`src/rtl/mc_ctrl.sv`:
```
// ============================================================================
//  Module      : mc_ctrl
//  Description : Multicycle MIPS control FSM. Sequences the fetch, decode,
//                execute, memory and write-back states and drives the
//                datapath write enables and mux selects.
//  Revision    : 1.0 - initial release
// ============================================================================
`default_nettype none

module mc_ctrl (
    input  logic       clk,
    input  logic       rst,
    input  logic [5:0] op,
    input  logic [5:0] funct,
    input  logic       zero,
    output logic       irwr,
    output logic       pcwr,
    output logic [1:0] npc_sel,
    output logic       rfwr,
    output logic [1:0] rf_wsel,
    output logic [1:0] rf_dsel,
    output logic       alu_bsel,
    output logic [1:0] alu_op,
    output logic [1:0] ext_op,
    output logic       dmwr,
    output logic       illegal,
    output logic [3:0] state
);

    localparam logic [5:0] c_OP_RTYPE = 6'b000000;
    localparam logic [5:0] c_OP_ORI   = 6'b001101;
    localparam logic [5:0] c_OP_LW    = 6'b100011;
    localparam logic [5:0] c_OP_SW    = 6'b101011;
    localparam logic [5:0] c_OP_BEQ   = 6'b000100;
    localparam logic [5:0] c_OP_LUI   = 6'b001111;
    localparam logic [5:0] c_OP_J     = 6'b000010;
    localparam logic [5:0] c_OP_JAL   = 6'b000011;
    localparam logic [5:0] c_FN_ADDU  = 6'b100001;
    localparam logic [5:0] c_FN_SUBU  = 6'b100011;
    localparam logic [5:0] c_FN_JR    = 6'b001000;

    typedef enum logic [3:0] {
        S_FETCH = 4'd0,
        S_DCD   = 4'd1,
        S_MA    = 4'd2,
        S_MR    = 4'd3,
        S_MW    = 4'd4,
        S_MWB   = 4'd5,
        S_EXE   = 4'd6,
        S_AWB   = 4'd7,
        S_BR    = 4'd8,
        S_JMP   = 4'd9
    } state_t;

    state_t r_state;
    state_t w_next;

    logic w_rtype;
    logic w_addu, w_subu, w_jr, w_ori, w_lw, w_sw, w_beq, w_lui, w_j, w_jal;
    logic       w_alu_bsel;
    logic [1:0] w_alu_op;
    logic [1:0] w_ext_op;

    assign w_rtype = (op == c_OP_RTYPE);
    assign w_addu  = w_rtype && (funct == c_FN_ADDU);
    assign w_subu  = w_rtype && (funct == c_FN_SUBU);
    assign w_jr    = w_rtype && (funct == c_FN_JR);
    assign w_ori   = (op == c_OP_ORI);
    assign w_lw    = (op == c_OP_LW);
    assign w_sw    = (op == c_OP_SW);
    assign w_beq   = (op == c_OP_BEQ);
    assign w_lui   = (op == c_OP_LUI);
    assign w_j     = (op == c_OP_J);
    assign w_jal   = (op == c_OP_JAL);

    // ALU/extender settings shared by EXE and AWB so the result stays stable
    // through the write-back cycle.
    always_comb begin
        w_alu_bsel = 1'b0;
        w_alu_op   = 2'b00;
        w_ext_op   = 2'b00;
        if (w_subu) begin
            w_alu_op = 2'b01;
        end else if (w_ori) begin
            w_alu_bsel = 1'b1;
            w_alu_op   = 2'b10;
        end else if (w_lui) begin
            w_alu_bsel = 1'b1;
            w_alu_op   = 2'b11;
            w_ext_op   = 2'b10;
        end
    end

    always_ff @(posedge clk) begin
        if (rst) begin
            r_state <= S_FETCH;
        end else begin
            r_state <= w_next;
        end
    end

    always_comb begin
        w_next   = S_FETCH;
        irwr     = 1'b0;
        pcwr     = 1'b0;
        npc_sel  = 2'b00;
        rfwr     = 1'b0;
        rf_wsel  = 2'b00;
        rf_dsel  = 2'b00;
        alu_bsel = 1'b0;
        alu_op   = 2'b00;
        ext_op   = 2'b00;
        dmwr     = 1'b0;
        illegal  = 1'b0;

        case (r_state)
            S_FETCH: begin
                irwr   = 1'b1;
                pcwr   = 1'b1;
                w_next = S_DCD;
            end
            S_DCD: begin
                if (w_lw || w_sw) begin
                    w_next = S_MA;
                end else if (w_addu || w_subu || w_ori || w_lui) begin
                    w_next = S_EXE;
                end else if (w_beq) begin
                    w_next = S_BR;
                end else if (w_j || w_jal || w_jr) begin
                    w_next = S_JMP;
                end else begin
                    illegal = 1'b1;
                    w_next  = S_FETCH;
                end
            end
            S_MA: begin
                alu_bsel = 1'b1;
                ext_op   = 2'b01;
                w_next   = w_lw ? S_MR : S_MW;
            end
            S_MR: begin
                w_next = S_MWB;
            end
            S_MW: begin
                alu_bsel = 1'b1;
                ext_op   = 2'b01;
                dmwr     = 1'b1;
            end
            S_MWB: begin
                rfwr    = 1'b1;
                rf_dsel = 2'b01;
            end
            S_EXE: begin
                alu_bsel = w_alu_bsel;
                alu_op   = w_alu_op;
                ext_op   = w_ext_op;
                w_next   = S_AWB;
            end
            S_AWB: begin
                alu_bsel = w_alu_bsel;
                alu_op   = w_alu_op;
                ext_op   = w_ext_op;
                rfwr     = 1'b1;
                rf_wsel  = w_rtype ? 2'b01 : 2'b00;
            end
            S_BR: begin
                alu_op  = 2'b01;
                ext_op  = 2'b01;
                npc_sel = 2'b01;
                pcwr    = zero;
            end
            S_JMP: begin
                pcwr = 1'b1;
                if (w_jr) begin
                    npc_sel = 2'b11;
                end else begin
                    npc_sel = 2'b10;
                end
                if (w_jal) begin
                    rfwr    = 1'b1;
                    rf_wsel = 2'b10;
                    rf_dsel = 2'b10;
                end
            end
            default: begin
                w_next = S_FETCH;
            end
        endcase

        // Reset suppresses every architectural write in the cycle it is seen.
        if (rst) begin
            irwr    = 1'b0;
            pcwr    = 1'b0;
            rfwr    = 1'b0;
            dmwr    = 1'b0;
            illegal = 1'b0;
        end
    end

    assign state = r_state;

endmodule

`default_nettype wire

```
`config.mk`:
```
export PLATFORM = sky130hd
export DESIGN_NAME = mc_ctrl
export DESIGN_NICKNAME = d
export VERILOG_FILES = /design/src/rtl/mc_ctrl.sv
export SDC_FILE = /design/constraint.sdc
export NUM_CORES = 1
export LEC_CHECK = 0
export CAP_MARGIN = 10
export CORE_MARGIN = 1
export CORE_UTILIZATION = 35
export DETAILED_ROUTE_END_ITERATION = 10
export PLACE_DENSITY = 0.8
export SYNTH_ARGS = -nofsm -noshare
export SYNTH_HDL_FRONTEND = slang
export SYNTH_SLANG_ARGS = --single-unit
```
`constraint.sdc`:
```
create_clock -name clk -period 1.75 [get_ports clk]
set_clock_uncertainty 0.05 [all_clocks]
set_input_delay 0.175 -clock clk [delete_from_list [all_inputs] [get_ports clk]]
set_output_delay 0.175 -clock clk [all_outputs]
set_load 0.02 [all_outputs]
```
==> results of run 1 <==
[cells in the mapped netlist, types with 2 or more instances]
cell	count	area (um2)
inv_1	3	11.3
nor3_1	5	25.0
nand3_1	3	15.0
and3_1	2	12.5
nand2_1	5	18.8
clkbuf_1	2	7.51
dfxtp_1	4	80.1
buf_2	2	10.0
a31oi_1	3	18.8
a21oi_1	3	15.0
nor4_1	5	31.3
nand2b_1	3	18.8
a22o_1	2	17.5
or4b_1	2	20.0
nand4_1	2	12.5
o21ai_0	2	10.0
nor2_1	8	30.0
a211oi_1	2	15.0
or3_1	2	12.5
nor3b_1	2	15.0
[logic make-up after synthesis]
logic type / Yosys count
AO/OA/AOI/OAI: 21
buffers and inverters: 8
flip-flops: 4
AND/OR/NAND/NOR: 47
[per-stage QoR]
step	util, %	area, um2	setup slack [ns]
CTS	91.6	1270	-0.0932
detailed placement	84.4	1170	-0.833
global placement	84.4	1170	-0.772
floorplan	-	582	-0.0547
[repair_timing]
item | CTS
resized for setup | 107
pin swaps | 12
endpoints found under the setup margin | 19
buffers inserted | 5
==> metrics, run 1 <==
Post-synth ARST share=0%; dpl cells=between 150 and 200; Gate Count Post-Synth=80; clk sinks=4; Initial Util=roughly 40%; worst endpoint type=primary output; GRT worst endpoint=illegal; Die Wd=41.6 um; First Err=[ERROR DPL-0038] Utilization greater than 100%, impossible to legalize; ys flop type=dfxtp_1; Synth Area in Simple Gates=around half; Post-synth EDFFs=0; mux cell area share after synthesis=0%; yosys warns=0; Die Y=41.6 um; Post-Synth Adder-Cell Area=0%; root buffer cell=clkbuf_4; count of input and output buffers=34; Cell Area, Synth=548 um2; post-synth net total=95; register area share after synthesis=14.6%; largest net degree at the start of global routing=13; synthesized flop and latch total=4; CTS max path bufs=2; Hold Buf Count CTS=0; Failed at=5_1_grt; outcome=aborted with a tool error; largest family of logic cells by synthesized area=simple AND/OR/NAND/NOR gates; TritonCTS Buffers=3; CTS H-tree lvls=1; routability congestion estimate=approximately 0.84; io pins=35; Netlist cell types=38; Avg Inst Size Synth=slightly below 7 um2; hpwl dp=2000 um; Compound-Gate Fraction of Synth Area=28.3%; Post-Synth XOR/XNOR Area=0%; Cell Rows=13
==> run 2, diff against run 1 <==
Settings changed: CORE_AREA set to 2 2 63 65, CORE_MARGIN 1 to not set, CORE_UTILIZATION 35 to not set, DIE_AREA set to 0 0 65 67, PLACE_DENSITY 0.8 to not set, PLACE_DENSITY_LB_ADDON set to 0.15.
==> run 2 against run 1 <==
  * The flow now finishes, with violations (setup timing)
  * Synthesized area unchanged
  * Synthesized cell count is the same
==> metrics, run 2 <==
outcome=finished, violations left (was aborted with a tool error); failing checks=setup timing; non-filler cells, final=slightly above 200; r2r worst-path depth=6; Crit Path Category=input port to primary output; leading area contributor after synthesis=dfxtp_1 (unchanged); Synth area leaders=dfxtp_1 15%, nor4_1 5.7%, nor2_1 5.5% (unchanged); TritonRoute pass-1 iters=4; ANT cells=0; initial antenna violation count=0; P&R area growth vs syn=155%; Die Wd=65 um (was 41.6 um); ys flop type=dfxtp_1 (unchanged); Initial Util=15.2% (was 39.6%); Final Hold Viols=0; Netlist cell types=38 (unchanged); CP arrival=1.59 ns; Final Core Density=38.8%; register area share after synthesis=14.6% (unchanged); CTS max path bufs=2 (unchanged); dpl cells=194 (was 157); Register Area=81.3 um2; Max IR drop VDD=0.133 mV; Cell Area, Synth=548 um2 (unchanged); root buffer cell=clkbuf_8 (was clkbuf_4); Worst Slack Setup Final=-0.0682 ns; largest net degree at the start of global routing=14; max reg flops=4; CTS tree=yes; hold wc startpoint=op[1]; DRT Wirelength=2550 um; Worst Path Required=1.52 ns; top-count cell post-synth=nor2_1 (unchanged); startpoint types=input port; vias in the first global route=959; count of input and output buffers=34 (unchanged); die area=0.00436 mm2; Pwr Total=0.479 mW; WHS Path Cells=4; worst min path class=input port to flop; vias per cell=about 4.6; Cell Rows=22 (was 13); post-synth net total=95 (unchanged); number of max-cap violations=0; gr usage total=between 10% and 20%; Hold EP=state[3]$_SDFF_PP0_; Die Y=67 um (was 41.6 um); WL/cell=around 12 um; r2r endpoint=state[0]$_SDFF_PP0_; worst skew pair latency=around 0.21 ns; Final Slew Violations=0; reg-to-reg startpoint=state[3]$_SDFF_PP0_; Worst setup EP type=primary output; TritonCTS Buffers=3 (unchanged); worst slew pin tran=roughly 0.24 ns; Fill cells=372; first-pass GRT wire length=4390 um; Setup Viol. Count Final=3; Multi-input gate area=564 um2; final worst-path cycle share=104%; leak pwr=0.635 nW; fmax=0.550 GHz; Hold Buf Count CTS=0 (unchanged); CORE AREA=approximately 0.0036 mm2; setup TNS=-0.129 ns; leading cell type in the layout, fill and taps excluded=buf_4; Post-synth ARST share=0% (unchanged); slew margin rel.=a little over four fifths; clk sinks=4 (unchanged); post-route antenna net violation count=0; commonest cells in the netlist=8 x nor2_1, 5 x nand2_1, 5 x nor3_1, 5 x nor4_1, 4 x dfxtp_1 (unchanged); share of post-route cells with drive strength above 1=57.1%; Placed Area=0.00124 mm2 (was 0.00117 mm2); Avg Inst Size Synth=6.85 um2 (unchanged); synthesized flop and latch total=4 (unchanged); routability congestion estimate=0.808 (was 0.837); post-synth top area share=14.6% (unchanged); Post-synth EDFFs=0 (unchanged); remaining global-route overflow=0; drt drc=0; yosys warns=0 (unchanged); Gate Count Post-Synth=80 (unchanged); Reg clk slew, reported paths=0.03 ns; worst reg2reg setup slack=0.30 ns; RSZ-0062 raised after global routing=true; most frequent cells in the layout=42 x buf_4, 8 x buf_6, 7 x buf_2, 7 x dlygate4sd2_1, 6 x clkdlybuf4s50_1; io pins=35 (unchanged); # nets final=173; post-route cell area=0.00140 mm2; post-route minimum period=1.82 ns; CTS H-tree lvls=1 (unchanged); Cell Pwr Density=approximately 340 mW/mm2; Worst Path Max Fanout=2; Iter 0 DRT Violations=16; vias=937; hpwl dp=1900 um (was 2000 um)
run 2: kinds of logic (layout without fill, tap and decap cells):
logic type      after synthesis  count (layout)  share of synthesized area (%)
compound gates               21              21                           28.3
simple gates                 47              47                           51.1
flops                         4               4                           14.6
buf+inv                       8              84                           5.94
run 2: power breakdown:
group          internal, mW  switching, mW  total, mW
sequential           0.0946        0.00134     0.0959
combinational         0.101         0.0910      0.192
clock                 0.146         0.0447      0.191
total                 0.342          0.137      0.479
run 2: worst max-delay path by stage:
stage,startpoint,endpoint,depth (start not counted)
after floorplan,op[3],rfwr,5
final,funct[4],npc_sel[0],6
after global placement,funct[2],illegal,7
after CTS,op[2],npc_sel[0],6
after global routing,state[3]$_SDFF_PP0_,illegal,5
after detailed placement,op[3],npc_sel[0],6
run 2: worst max-delay path, stage by stage:
cell,delay (ns)
dlygate4sd2_1,0.26
or4b_4,0.54
nor3_4,0.16
nand2_1,0.09
a211oi_2,0.19
buf_4,0.17
run 2: final cells by class:
cell class,count,area share [%]
timing repair buffer,78,45.7
inverter,3,0.806
sequential,4,5.82
multi-input combinational,68,40.4
clock buffer,3,2.95
tap,48,4.30
run 2: stage by stage:
| step | hold WS [ns] | setup WS (ns) |
|---|---|---|
| after global routing | 0.421 | -0.119 |
| after CTS | 0.490 | -0.0849 |
| after detailed placement | 0.604 | -0.845 |
| after global placement | 0.604 | -0.802 |
| after floorplan | 0.315 | -0.0547 |
| final | 0.359 | -0.0682 |
run 2: routing by layer:
metal / global-route usage, % / vias up / share of wire, %
met5: 0 / - / 0
met2: 22.8 / 32 / 50
li1: - / 470 / -
met3: 1.18 / 6 / 3.9
met1: 15.2 / 429 / 44
met4: 6.65 / 0 / 2.1
run 2: what timing repair did:
action,4_1_cts,5_1_grt
pin swaps,10,8
cloned,0,0
setup endpoints to repair,19,16
buffers inserted,4,3
hold endpoints to repair,0,0
gates resized for setup,98,19
Note: power is estimated with default switching activity, not from simulation.
==> run 3, diff against run 2 <==
Clock period 1.75 ns to 2.1 ns, I/O delays scaled along.
==> run 3 against run 2 <==
  * The run now ends clean
  * First-iteration DRC count grew 140%
  * Hold slack gained 0.14 ns
  * Non-clock buffer count shrank 11
  * Die area is the same
  * Total power shrank 20%
  * Cell area shrank 8.0%
  * Global-route usage shrank 1.4 points
  * Cell count shrank 5.4%
  * Setup slack gained 0.18 ns
  * Count of clock-buffer cells in the layout is the same
  * Critical path depth is the same
  * Highest routed layer unchanged
==> metrics, run 3 (synthesis gave the netlist of run 2 again) <==
outcome=finished clean (was finished, violations left); Fill cells=405 (was 372); Die Wd=65 um (unchanged); worst skew pair latency=0.22 ns (was 0.21 ns); Hold Buf Count CTS=0 (unchanged); CTS max path bufs=2 (unchanged); Worst setup EP type=primary output (unchanged); vias=880 (was 937); Worst Path Required=1.84 ns (was 1.52 ns); CP Cell Sequence=clkdlybuf4s50_1, or2_1, or3_1, nor2b_1, nor3b_2, buf_2 (was dlygate4sd2_1, or4b_4, nor3_4, nand2_1, a211oi_2, buf_4); leak pwr=0.640 nW (was 0.635 nW); clk sinks=4 (unchanged); max reg flops=4 (unchanged); Worst Path Max Fanout=2 (unchanged); most frequent cells in the layout=34 x buf_4, 12 x clkdlybuf4s50_1, 11 x dlymetal6s2s_1 (was 42 x buf_4, 8 x buf_6, 7 x buf_2, 7 x dlygate4sd2_1, 6 x clkdlybuf4s50_1); Setup Viol. Count Final=0 (was 3); die area=0.00436 mm2 (unchanged); slew margin rel.=80.0% (was 83.9%); WP buf/inv=2 (unchanged); leading cell type in the layout, fill and taps excluded=buf_4 (unchanged); gr usage total=11.5% (was 12.8%); DRT Wirelength=2440 um (was 2550 um); Crit Path Category=input port to primary output (unchanged); Initial Util=15.2% (unchanged); CP arrival=1.73 ns (was 1.59 ns); post-route antenna net violation count=0 (unchanged); Worst Slack Setup Final=0.107 ns (was -0.0682 ns); Final Core Density=35.7% (was 38.8%); startpoint types=input port (unchanged); CTS H-tree lvls=1 (unchanged); TritonRoute pass-1 iters=4 (unchanged); Pwr Total=0.381 mW (was 0.479 mW); count of input and output buffers=34 (unchanged); hpwl dp=1970 um (was 1900 um); Slowest cell on crit path=clkdlybuf4s50_1 (was or4b_4); Placed Area=0.00116 mm2 (was 0.00124 mm2); setup TNS=0 ns (was -0.129 ns); P&R area growth vs syn=135% (was 155%); Register Area=80.1 um2 (was 81.3 um2); largest net degree at the start of global routing=15 (was 14); Iter 0 DRT Violations=39 (was 16); post-route cell area=0.00129 mm2 (was 0.00140 mm2); Seq pwr share=21.0% (was 20.0%); Sw Ratio=27.9% (was 28.6%); Pint=0.274 mW (was 0.342 mW); post-route minimum period=1.99 ns; final worst-path cycle share=94.9%; CORE AREA=0.00361 mm2 (unchanged); ANT cells=0 (unchanged); Cell Pwr Density=296 mW/mm2 (was 343 mW/mm2); fmax=0.502 GHz; CTS tree=yes (unchanged); CP peak stage delay=0.43 ns (was 0.54 ns); clock power share=41.7% (was 39.9%); worst min path class=input port to flop (unchanged); Cell Rows=22 (unchanged); dpl cells=188 (was 194); Reg clk slew, reported paths=0.03 ns (about the same); remaining global-route overflow=0 (unchanged); initial antenna violation count=0 (unchanged); dpl ws=-0.616 ns (was -0.845 ns); number of max-cap violations=0 (unchanged); Hold Slack=0.503 ns (was 0.359 ns); Multi-input gate area=507 um2 (was 564 um2); vias in the first global route=860 (was 959); # nets final=162 (was 173); root buffer cell=clkbuf_8 (unchanged); Final Hold Viols=0 (unchanged); TritonCTS Buffers=3 (unchanged); Psw=0.106 mW (was 0.137 mW); WL/cell=12.6 um (was 12.5 um); non-filler cells, final=193 (was 204); io pins=35 (unchanged); RSZ-0062 raised after global routing=false (was true); largest delay contributor family on the critical path=simple AND/OR/NAND/NOR gates (unchanged); Final Slew Violations=0 (unchanged); Die Y=67 um (unchanged); Max IR drop VDD=0.106 mV (was 0.133 mV); drt drc=0 (unchanged); share of post-route cells with drive strength above 1=40.7% (was 57.1%); worst slew pin tran=0.295 ns (was 0.239 ns); vias per cell=4.56 (was 4.59); routability congestion estimate=0.760 (was 0.808); first-pass GRT wire length=3890 um (was 4390 um); combinational power share=37.3% (was 40.1%)
-- run 3: area by class of cell --
| class | count | area share [%] |
|---|---|---|
| inverter | 3 | 0.875 |
| multi-input combinational | 68 | 39.4 |
| sequential | 4 | 6.23 |
| tap | 48 | 4.67 |
| clock buffer | 3 | 3.21 |
| timing repair buffer | 67 | 45.6 |
-- run 3: power groups by stage --
stage | registers, mW | logic [mW] | clock network [mW]
6_report | 0.0800 | 0.142 | 0.159
5_1_grt | 0.0801 | 0.154 | 0.173
4_1_cts | 0.0800 | 0.140 | 0.163
3_5_place_dp | 0.0810 | 0.138 | 0
3_3_place_gp | 0.0809 | 0.138 | 0
2_1_floorplan | 0.0849 | 0.0455 | 0
-- run 3: path summary, 6_finish.rpt --
| check | from | endpoint | slack (ns) | cells after the start |
|---|---|---|---|---|
| worst max-delay path | rst | illegal | 0.11 | 6 |
| worst min-delay path | op[3] | state[1]$_SDFF_PP0_ | 0.50 | 4 |
| worst max register to register | state[3]$_SDFF_PP0_ | state[1]$_SDFF_PP0_ | 0.65 | 5 |
| worst min register to register | state[0]$_SDFF_PP0_ | state[1]$_SDFF_PP0_ | 0.61 | 2 |
-- run 3: timing repair --
action,4_1_cts,5_1_grt
gates resized for setup,42,20
pin swaps,5,6
gates cloned,0,0
setup endpoints to repair,11,11
buffers inserted,0,2
-- run 3: worst min-delay path: stages --
cell	delay, ns
dlymetal6s2s_1	0.12
buf_4	0.18
o21ba_1	0.15
o41ai_2	0.05
-- run 3: metal layers --
metal,GRT usage [%],wire length (um)
met5,0,0
met2,20.7,1180
met3,1.35,141
met4,3.99,14
met1,13.9,1100
==> run 4, diff against run 3 <==
Settings changed: ABC_AREA set to 1, SKIP_LAST_GASP set to 1, SLEW_MARGIN set to 20.
==> run 4 against run 3 <==
  * Critical path depth up 3
  * Sequential power rose by 1%
  * Register-to-register slack improved by 0.13 ns
  * Core utilization down 4.4 points
  * Via count is 8.2% lower
  * Sequential share of layout area grew 0.89 points
  * Total power down 6.4%
  * Cell area down 12%
  * Combinational power is 16% lower
  * Routed wire length shrank 16%
  * Largest power group unchanged
  * Highest routed layer is now met3
==> metrics, run 4 <==
hold wc startpoint=state[1]$_SDFF_PP0_ (was op[3]); post-route minimum period=1.96 ns (was 1.99 ns); Hold Buf Count CTS=0 (unchanged); Critical path origin=op[3] (was rst); Cell Rows=22 (unchanged); Worst setup EP type=primary output (unchanged); Cell Pwr Density=317 mW/mm2 (was 296 mW/mm2); Die Wd=65 um (unchanged); Max IR drop VDD=0.111 mV (was 0.106 mV); worst min path class=flop to flop (was input port to flop); ys flop type=dfxtp_1 (unchanged); largest net degree at the start of global routing=9 (was 15); startpoint types=input port (unchanged); Worst Path Required=1.84 ns (about the same); number of max-cap violations=0 (unchanged); post-route antenna net violation count=0 (unchanged); reg-to-reg startpoint=state[1]$_SDFF_PP0_ (was state[3]$_SDFF_PP0_); final worst-path cycle share=93.2% (was 94.9%); DRT Wirelength=2050 um (was 2440 um); CP peak stage delay=0.45 ns (was 0.43 ns); ANT cells=0 (unchanged); CTS H-tree lvls=1 (unchanged); Reg clk slew, reported paths=0.03 ns (about the same); leading cell type in the layout, fill and taps excluded=clkdlybuf4s50_1 (was buf_4); Cell Area, Synth=578 um2 (was 548 um2); Worst Path Max Fanout=3 (was 2); Netlist cell types=19 (was 38); count of input and output buffers=34 (unchanged); CP Cell Sequence=clkdlybuf4s50_1, nor2_2, inv_2, nor2_4, nand2_1, buf_4, nand4_2, nor3_2, clkdlybuf4s15_1 (was clkdlybuf4s50_1, or2_1, or3_1, nor2b_1, nor3b_2, buf_2); max reg flops=4 (unchanged); largest delay contributor family on the critical path=buffers and inverters (was simple AND/OR/NAND/NOR gates); Final Slew Violations=0 (unchanged); worst skew pair latency=0.21 ns (was 0.22 ns); root buffer cell=clkbuf_8 (unchanged); most frequent cells in the layout=21 x clkdlybuf4s50_1, 17 x nor2_1, 17 x buf_4 (was 34 x buf_4, 12 x clkdlybuf4s50_1, 11 x dlymetal6s2s_1); remaining global-route overflow=0 (unchanged); leading area contributor after synthesis=dfxtp_1 (unchanged); vias=808 (was 880); r2r worst-path depth=5 (unchanged); vias in the first global route=826 (was 860); Worst path depth=9 (was 6); die area=0.00436 mm2 (unchanged); WP buf/inv=4 (was 2); P&R area growth vs syn=94.8% (was 135%); synthesized flop and latch total=4 (unchanged); routability congestion estimate=0.762 (was 0.760); io pins=35 (unchanged); CORE AREA=0.00361 mm2 (unchanged); TritonCTS Buffers=3 (unchanged); CTS max path bufs=2 (unchanged); Initial Util=16.0% (was 15.2%); dpl cells=199 (was 188); WL/cell=10.1 um (was 12.6 um); drt drc=0 (unchanged); yosys warns=0 (unchanged); vias per cell=3.98 (was 4.56); Pwr Total=0.356 mW (was 0.381 mW); Die Y=67 um (unchanged); share of post-route cells with drive strength above 1=29.0% (was 40.7%); leak pwr=0.562 nW (was 0.640 nW); Iter 0 DRT Violations=19 (was 39); Slowest cell on crit path=clkdlybuf4s50_1 (unchanged); post-synth top area share=13.9% (was 14.6%); first-pass GRT wire length=3500 um (was 3890 um); non-filler cells, final=203 (was 193); WHS Path Cells=2 (was 4); CTS tree=yes (unchanged); initial antenna violation count=0 (unchanged); commonest cells in the netlist=17 x nor2_1, 16 x nand2_1, 14 x inv_1 (was 8 x nor2_1, 5 x nand2_1, 5 x nor3_1, 5 x nor4_1, 4 x dfxtp_1); Setup Viol. Count Final=0 (unchanged); Gate Count Post-Synth=102 (was 80); TritonRoute pass-1 iters=4 (unchanged); slew margin rel.=78.2% (was 80.0%); gr usage total=10.1% (was 11.5%); post-synth net total=117 (was 95); fmax=0.511 GHz (was 0.502 GHz); top-count cell post-synth=nor2_1 (unchanged); Post-synth EDFFs=0 (unchanged); CP arrival=1.70 ns (was 1.73 ns); Crit Path Category=input port to primary output (unchanged); hpwl dp=1830 um (was 1970 um); # nets final=172 (was 162); register area share after synthesis=13.9% (was 14.6%); RSZ-0062 raised after global routing=false (unchanged); Final Hold Viols=0 (unchanged); outcome=finished clean (unchanged); Avg Inst Size Synth=5.67 um2 (was 6.85 um2); clk sinks=4 (unchanged); Synth area leaders=dfxtp_1 14%, nor2_1 11%, nand2_1 10% (was dfxtp_1 15%, nor4_1 5.7%, nor2_1 5.5%); Post-synth ARST share=0% (unchanged); worst slew pin tran=0.326 ns (was 0.295 ns)
[run 4: changes by cell type after synthesis, sizes merged, moves of 3 or more]
cell and change:
nor4 -5, nand2b -3, inv +17, nor2 +18
nand3 +7, a21oi +4, nand2 +13
[run 4: final timing paths]
path	slack [ns]	end
worst max-delay path	0.14	illegal
worst min-delay path	0.63	state[1]$_SDFF_PP0_
worst max register to register	0.78	state[0]$_SDFF_PP0_
worst min register to register	0.63	state[1]$_SDFF_PP0_
[run 4: what timing repair did]
action | CTS | global route
pin swaps | 1 | 1
buffers inserted | 1 | 0
resized for setup | 12 | 9
setup endpoints to repair | 12 | 6
[run 4: layout make-up]
cell class,instances,area (um2)
multi-input combinational,77,420
inverter,20,75.1
tap,48,60.1
clock buffer,3,41.3
sequential,4,80.1
timing repair buffer,51,449
fill,410,2480
[run 4: worst reg2reg max path, stage by stage (launching register included)]
cell	delay, ns
dfxtp_1	0.50
inv_1	0.14
nand2_1	0.14
nor2_1	0.08
nor3_1	0.20
a21oi_1	0.10
[run 4: where the power goes]
group | internal [mW] | switching [mW] | total [mW]
clock | 0.122 | 0.0346 | 0.156
combinational | 0.0593 | 0.0600 | 0.119
sequential | 0.0788 | 0.00203 | 0.0809
[run 4: kinds of logic after synthesis]
group / Yosys count / synth area share [%]
compound gates: 12 / 10.8
flops: 4 / 13.9
simple gates: 65 / 61.0
buf+inv: 21 / 14.3
[run 4: per-stage QoR]
stage	setup slack (ns)	setup TNS (ns)	hold slack [ns]	util [%]	instance area, um2
final	0.143	0	0.634	31.2	1130
after global routing	0.0123	0	0.736	31.2	1130
after CTS	-0.0426	-0.0699	0.634	31.4	1130
after detailed placement	-0.198	-1.26	0.625	30.3	1090
after global placement	-0.178	-1.12	0.650	30.3	1090
after floorplan	0.274	0	0.371	-	578
[run 4: per-layer routing]
| metal | vias to the layer above | part of all wire (%) | routed length (um) | track usage (%) |
|---|---|---|---|---|
| li1 | 433 | - | - | - |
| met3 | 0 | 7.5 | 154 | 1.86 |
| met1 | 350 | 45 | 914 | 12.0 |
| met5 | - | 0 | 0 | 0 |
| met2 | 25 | 48 | 978 | 18.8 |
| met4 | 0 | 0 | 0 | 2.39 |
==> variant 1 (config.mk and constraints of run 2) <==
Register the inputs `op`, `funct` and `zero` before use, without a reset. The logic sees them one clock later.
--- a/src/rtl/mc_ctrl.sv
+++ b/src/rtl/mc_ctrl.sv
@@ -54,2 +54,12 @@
 
+    logic [5:0] op_q;
+    logic [5:0] funct_q;
+    logic zero_q;
+
+    always_ff @(posedge clk) begin
+        op_q    <= op;
+        funct_q <= funct;
+        zero_q  <= zero;
+    end
+
     state_t r_state;
@@ -63,13 +73,13 @@
 
-    assign w_rtype = (op == c_OP_RTYPE);
-    assign w_addu  = w_rtype && (funct == c_FN_ADDU);
-    assign w_subu  = w_rtype && (funct == c_FN_SUBU);
-    assign w_jr    = w_rtype && (funct == c_FN_JR);
-    assign w_ori   = (op == c_OP_ORI);
-    assign w_lw    = (op == c_OP_LW);
-    assign w_sw    = (op == c_OP_SW);
-    assign w_beq   = (op == c_OP_BEQ);
-    assign w_lui   = (op == c_OP_LUI);
-    assign w_j     = (op == c_OP_J);
-    assign w_jal   = (op == c_OP_JAL);
+    assign w_rtype = (op_q == c_OP_RTYPE);
+    assign w_addu  = w_rtype && (funct_q == c_FN_ADDU);
+    assign w_subu  = w_rtype && (funct_q == c_FN_SUBU);
+    assign w_jr    = w_rtype && (funct_q == c_FN_JR);
+    assign w_ori   = (op_q == c_OP_ORI);
+    assign w_lw    = (op_q == c_OP_LW);
+    assign w_sw    = (op_q == c_OP_SW);
+    assign w_beq   = (op_q == c_OP_BEQ);
+    assign w_lui   = (op_q == c_OP_LUI);
+    assign w_j     = (op_q == c_OP_J);
+    assign w_jal   = (op_q == c_OP_JAL);
 
@@ -169,3 +179,3 @@
                 npc_sel = 2'b01;
-                pcwr    = zero;
+                pcwr    = zero_q;
             end
Check against the original RTL: not equivalent (Yosys sat finds a counterexample within 4 cycles, from zero or initial values and one cycle with rst high).
==> variant 1 against run 2 <==
The run still ends with negative setup slack left. Synthesized area up 58%. Cell area grew 16%. Sequential share of layout area rose by 17 points. Global-route usage down 0.12 points. Sequential power increased to 4.5 times the old value. Power is 88% higher. Routed wire length fell by 1.6%. Clock power rose by 60%. Sequential cell count rose by 13. Synthesized cell count is 18% higher. Worst setup slack improved by 0.038 ns. Critical path type is now reg2out.
==> variant 1: results (changes against run 2) <==
Placed Instances -> 204 (was 194)
Slowest cell on crit path -> dfxtp_2 (was or4b_4)
met1 usage -> 14.4% (was 15.2%)
Critical Path AT -> 1.55 ns (was 1.59 ns)
fill cell count -> 374 (was 372)
Sum Neg Setup Slack -> -0.0343 ns (was -0.129 ns)
Avg Cell Area, Syn -> 9.18 µm² (was 6.85 µm²)
failing checks -> negative setup slack (unchanged)
P_leak -> 0.696 nW (was 0.635 nW)
Synth top cells by count -> dfxtp_1, nor2_1, nand2_1, a21oi_1, nor3_1 (was nor2_1, nand2_1, nor3_1, nor4_1, dfxtp_1)
Critical Path Max Stage Delay -> 0.34 ns (was 0.54 ns)
multi-input combinational area share -> 34.2% (was 40.4%)
worst-skew pair later-pin latency -> 0.26 ns (was 0.21 ns)
register area share after synthesis -> 39.4% (was 14.6%)
area occupied by registers -> 365 µm² (was 81.3 µm²)
Clock power frac -> 34.0% (was 39.9%)
status -> finished, violations left (unchanged)
sequential cell power -> 0.428 mW (was 0.0959 mW)
final core occ -> 44.8% (was 38.8%)
largest net degree at the start of global routing -> 12 (was 14)
GRT Resource Usage Total -> 12.7% (was 12.8%)
PnR worst setup slack -> -0.0298 ns (was -0.0682 ns)
Area after DPL -> 0.00149 mm² (was 0.00124 mm²)
vias in the first global route -> 924 (was 959)
M1 WL -> 1.10 mm (was 1.12 mm)
largest cells by area after synthesis -> dfxtp_1, nor2_1, nor4_4, nand2_1, and3b_1 (was dfxtp_1, nor4_1, nor2_1, nor3_1, or4b_1)
GRT met3 Usage -> 3.38% (was 1.18%)
DP HPWL -> 2.01 mm (was 1.90 mm)
clk tree area frac -> 3.02% (was 2.95%)
Nets -> 179 (was 173)
WL per Instance -> 11.9 µm (was 12.5 µm)
Iteration-0 DRC Markers -> 65 (was 16)
Total Routed Length -> 2.51 mm (was 2.55 mm)
setup violators final -> 2 (was 3)
gpl congestion -> 0.774 (was 0.808)
Layout non-clock buf frac -> 35.9% (was 45.7%)
Initial DRT Pass Iterations -> 5 (was 4)
met2 routed WL -> 1.25 mm (was 1.27 mm)
overall power -> 0.898 mW (was 0.479 mW)
multi-input gates -> 70 (was 68)
Slew headroom -> 81.0% (was 83.9%)
number of setup buffers added after CTS -> 2 (was 4)
grt met2 use -> 22.3% (was 22.8%)
met3 wire length -> 117 µm (was 99 µm)
[variant 1: changes by cell type after synthesis, sizes merged, moves of 2 or more]
cell          run 2  this run
or4b              2         0
and4              1         3
dfxtp             4        17
a31oi             3         1
nor2              8        15
o21a              0         2
nand2             5         7
nand3             3         0
nor4              6         3
nand4             2         0
or2               2         0
a22o              2         0
and3b             0         3
and2              0         2
[variant 1: final timing paths]
kind | from | end | slack [ns] | cells past startpoint
worst min-delay path | op[5] | op_q[5]$_DFF_P_ | 0.30 | 1
worst min register to register | state[1]$_SDFF_PP0_ | state[2]$_SDFF_PP0_ | 0.59 | 3
worst max-delay path | op_q[3]$_DFF_P_ | illegal | -0.03 | 5
worst max register to register | op_q[1]$_DFF_P_ | state[2]$_SDFF_PP0_ | 0.34 | 5
[variant 1: cell families after synthesis]
logic type,after synthesis
compound gates,20
buf+inv,7
simple gates,50
flops,17
==> variant 2 (flow settings as in run 2) <==
Made on the original files. Reset style: asynchronous (`rst`), changed in one clocked block.
--- a/src/rtl/mc_ctrl.sv
+++ b/src/rtl/mc_ctrl.sv
@@ -93,3 +93,3 @@
 
-    always_ff @(posedge clk) begin
+    always_ff @(posedge clk or posedge rst) begin
         if (rst) begin
Formal check against the unedited RTL: differs if rst is asserted again (counterexample within 4 cycles, from zero or initial values and one cycle with rst high); with rst held inactive, the same outputs for 10 cycles.
==> variant 2 against run 2 <==
The flow still finishes with violations (negative setup slack). Worst setup slack got worse by 0.029 ns. Fmax shrank 1.6%. Register-to-register slack improved by 0.07 ns. Sequential cell count stayed put. Non-clock buffer count is 7 lower. Cell area fell by 0.18%. Critical path type is now reg2out. Global-route usage decreased by 1.6 points. Routed wire length down 6.3%. Synthesized cell count shrank 3.8%. Core utilization fell by 0.069 points. Sequential share of layout area grew 1.4 points. Synthesized area up 7.1%.
Power is not compared: it rests on default switching activity, and its combinational part moved more than twofold at a synthesized area within 25%.
==> variant 2: results (changes against run 2) <==
largest cells by area after synthesis -> dfrtp_1, nor4b_1, nor2_1, nand2b_1, nor2b_1 (was dfxtp_1, nor4_1, nor2_1, nor3_1, or4b_1)
Nets -> 163 (was 173)
WHS -> 0.408 ns (was 0.359 ns)
Critical Path AT -> 1.62 ns (was 1.59 ns)
Area after DPL -> 0.00123 mm² (was 0.00124 mm²)
Clock Path Buffers -> 2 (unchanged)
critical path peak fanout -> 3 (was 2)
register area share after synthesis -> 17.1% (was 14.6%)
routed vias -> 861 (was 937)
Reg-to-Reg Start -> state[2]$_DFF_PP0_ (was state[3]$_SDFF_PP0_)
vias per cell -> 4.42 (was 4.59)
largest net degree at the start of global routing -> 15 (was 14)
GRT Resource Usage Total -> 11.2% (was 12.8%)
Async S/R FF share, synth -> 100% (was 0%)
Synth Net Count -> 92 (was 95)
R2R cell count -> 7 (was 6)
PnR worst setup slack -> -0.0974 ns (was -0.0682 ns)
Sum Neg Setup Slack -> -0.0974 ns (was -0.129 ns)
Total Routed Length -> 2.39 mm (was 2.55 mm)
post-synthesis compound-gate area fraction -> 24.1% (was 28.3%)
DP HPWL -> 1.82 mm (was 1.90 mm)
Syn Inst Count -> 77 (was 80)
vias in the first global route -> 851 (was 959)
mux contribution to synthesized area -> 1.92% (was 0%)
status -> finished, violations left (unchanged)
share of cells above drive strength 1 -> 55.8% (was 57.1%)
R2R Setup Slk -> 0.37 ns (was 0.30 ns)
failing checks -> negative setup slack (unchanged)
setup violators final -> 1 (was 3)
pre-CTS setup slack -> -0.743 ns (was -0.845 ns)
FF-to-FF End -> state[0]$_DFF_PP0_ (was state[0]$_SDFF_PP0_)
Min-Delay Path Class -> in2async (was in2reg)
H-tree depth -> 1 (unchanged)
==> variant 2: cell type report <==
cell class	count	area (µm²)
multi-input combinational	64	579
sequential	4	101
clock buffer	4	45.0
inverter	4	15.0
fill	391	2210
tap	48	60.1
timing repair buffer	71	594
==> variant 2: repair_timing <==
action / CTS / global route
endpoints found under the setup margin: 17 / 15
cloned: 0 / 0
buffers inserted: 3 / 3
gates resized for setup: 73 / 35
pin swaps: 10 / 10
hold buffers: 0 / 0
==> variant 2: logic make-up (layout without fill, tap and decap cells) <==
logic type      Yosys count  after routing
simple gates             43             43
compound gates           20             20
flops                     4              4
mux                       1              1
buf+inv                   9             79
==> variant 2: how the worst max path moves through the flow <==
stage | to | slack [ns] | depth (start not counted)
CTS | illegal | -0.11 | 5
global placement | alu_op[0] | -0.74 | 8
floorplan | pcwr | -0.001 | 3
finish | illegal | -0.1 | 5
global route | illegal | -0.19 | 5
detailed placement | illegal | -0.74 | 6
==> variant 2: power by group <==
group	leakage [nW]	internal [mW]	switching [mW]	total (mW)
sequential	0.0516	0.109	0.0162	0.125
combinational	0.621	0.320	0.288	0.607
clock	0.0228	0.156	0.0521	0.208
total	0.696	0.585	0.356	0.941
==> variant 2: critical path, stage by stage (launching register included) <==
cell and delay [ns]:
dfrtp_1 0.37, buf_4 0.14, a2111o_1 0.39, nand3b_4 0.18, nor3b_4 0.18, buf_6 0.14
==> variant 2: metal layers <==
layer / track usage, % / part of all wire (%) / vias up
li1: - / - / 430
met1: 13.8 / 44 / 395
met2: 19.8 / 49 / 30
met3: 0.338 / 5.2 / 6
met4: 5.59 / 2.1 / 0
met5: 0 / 0 / -
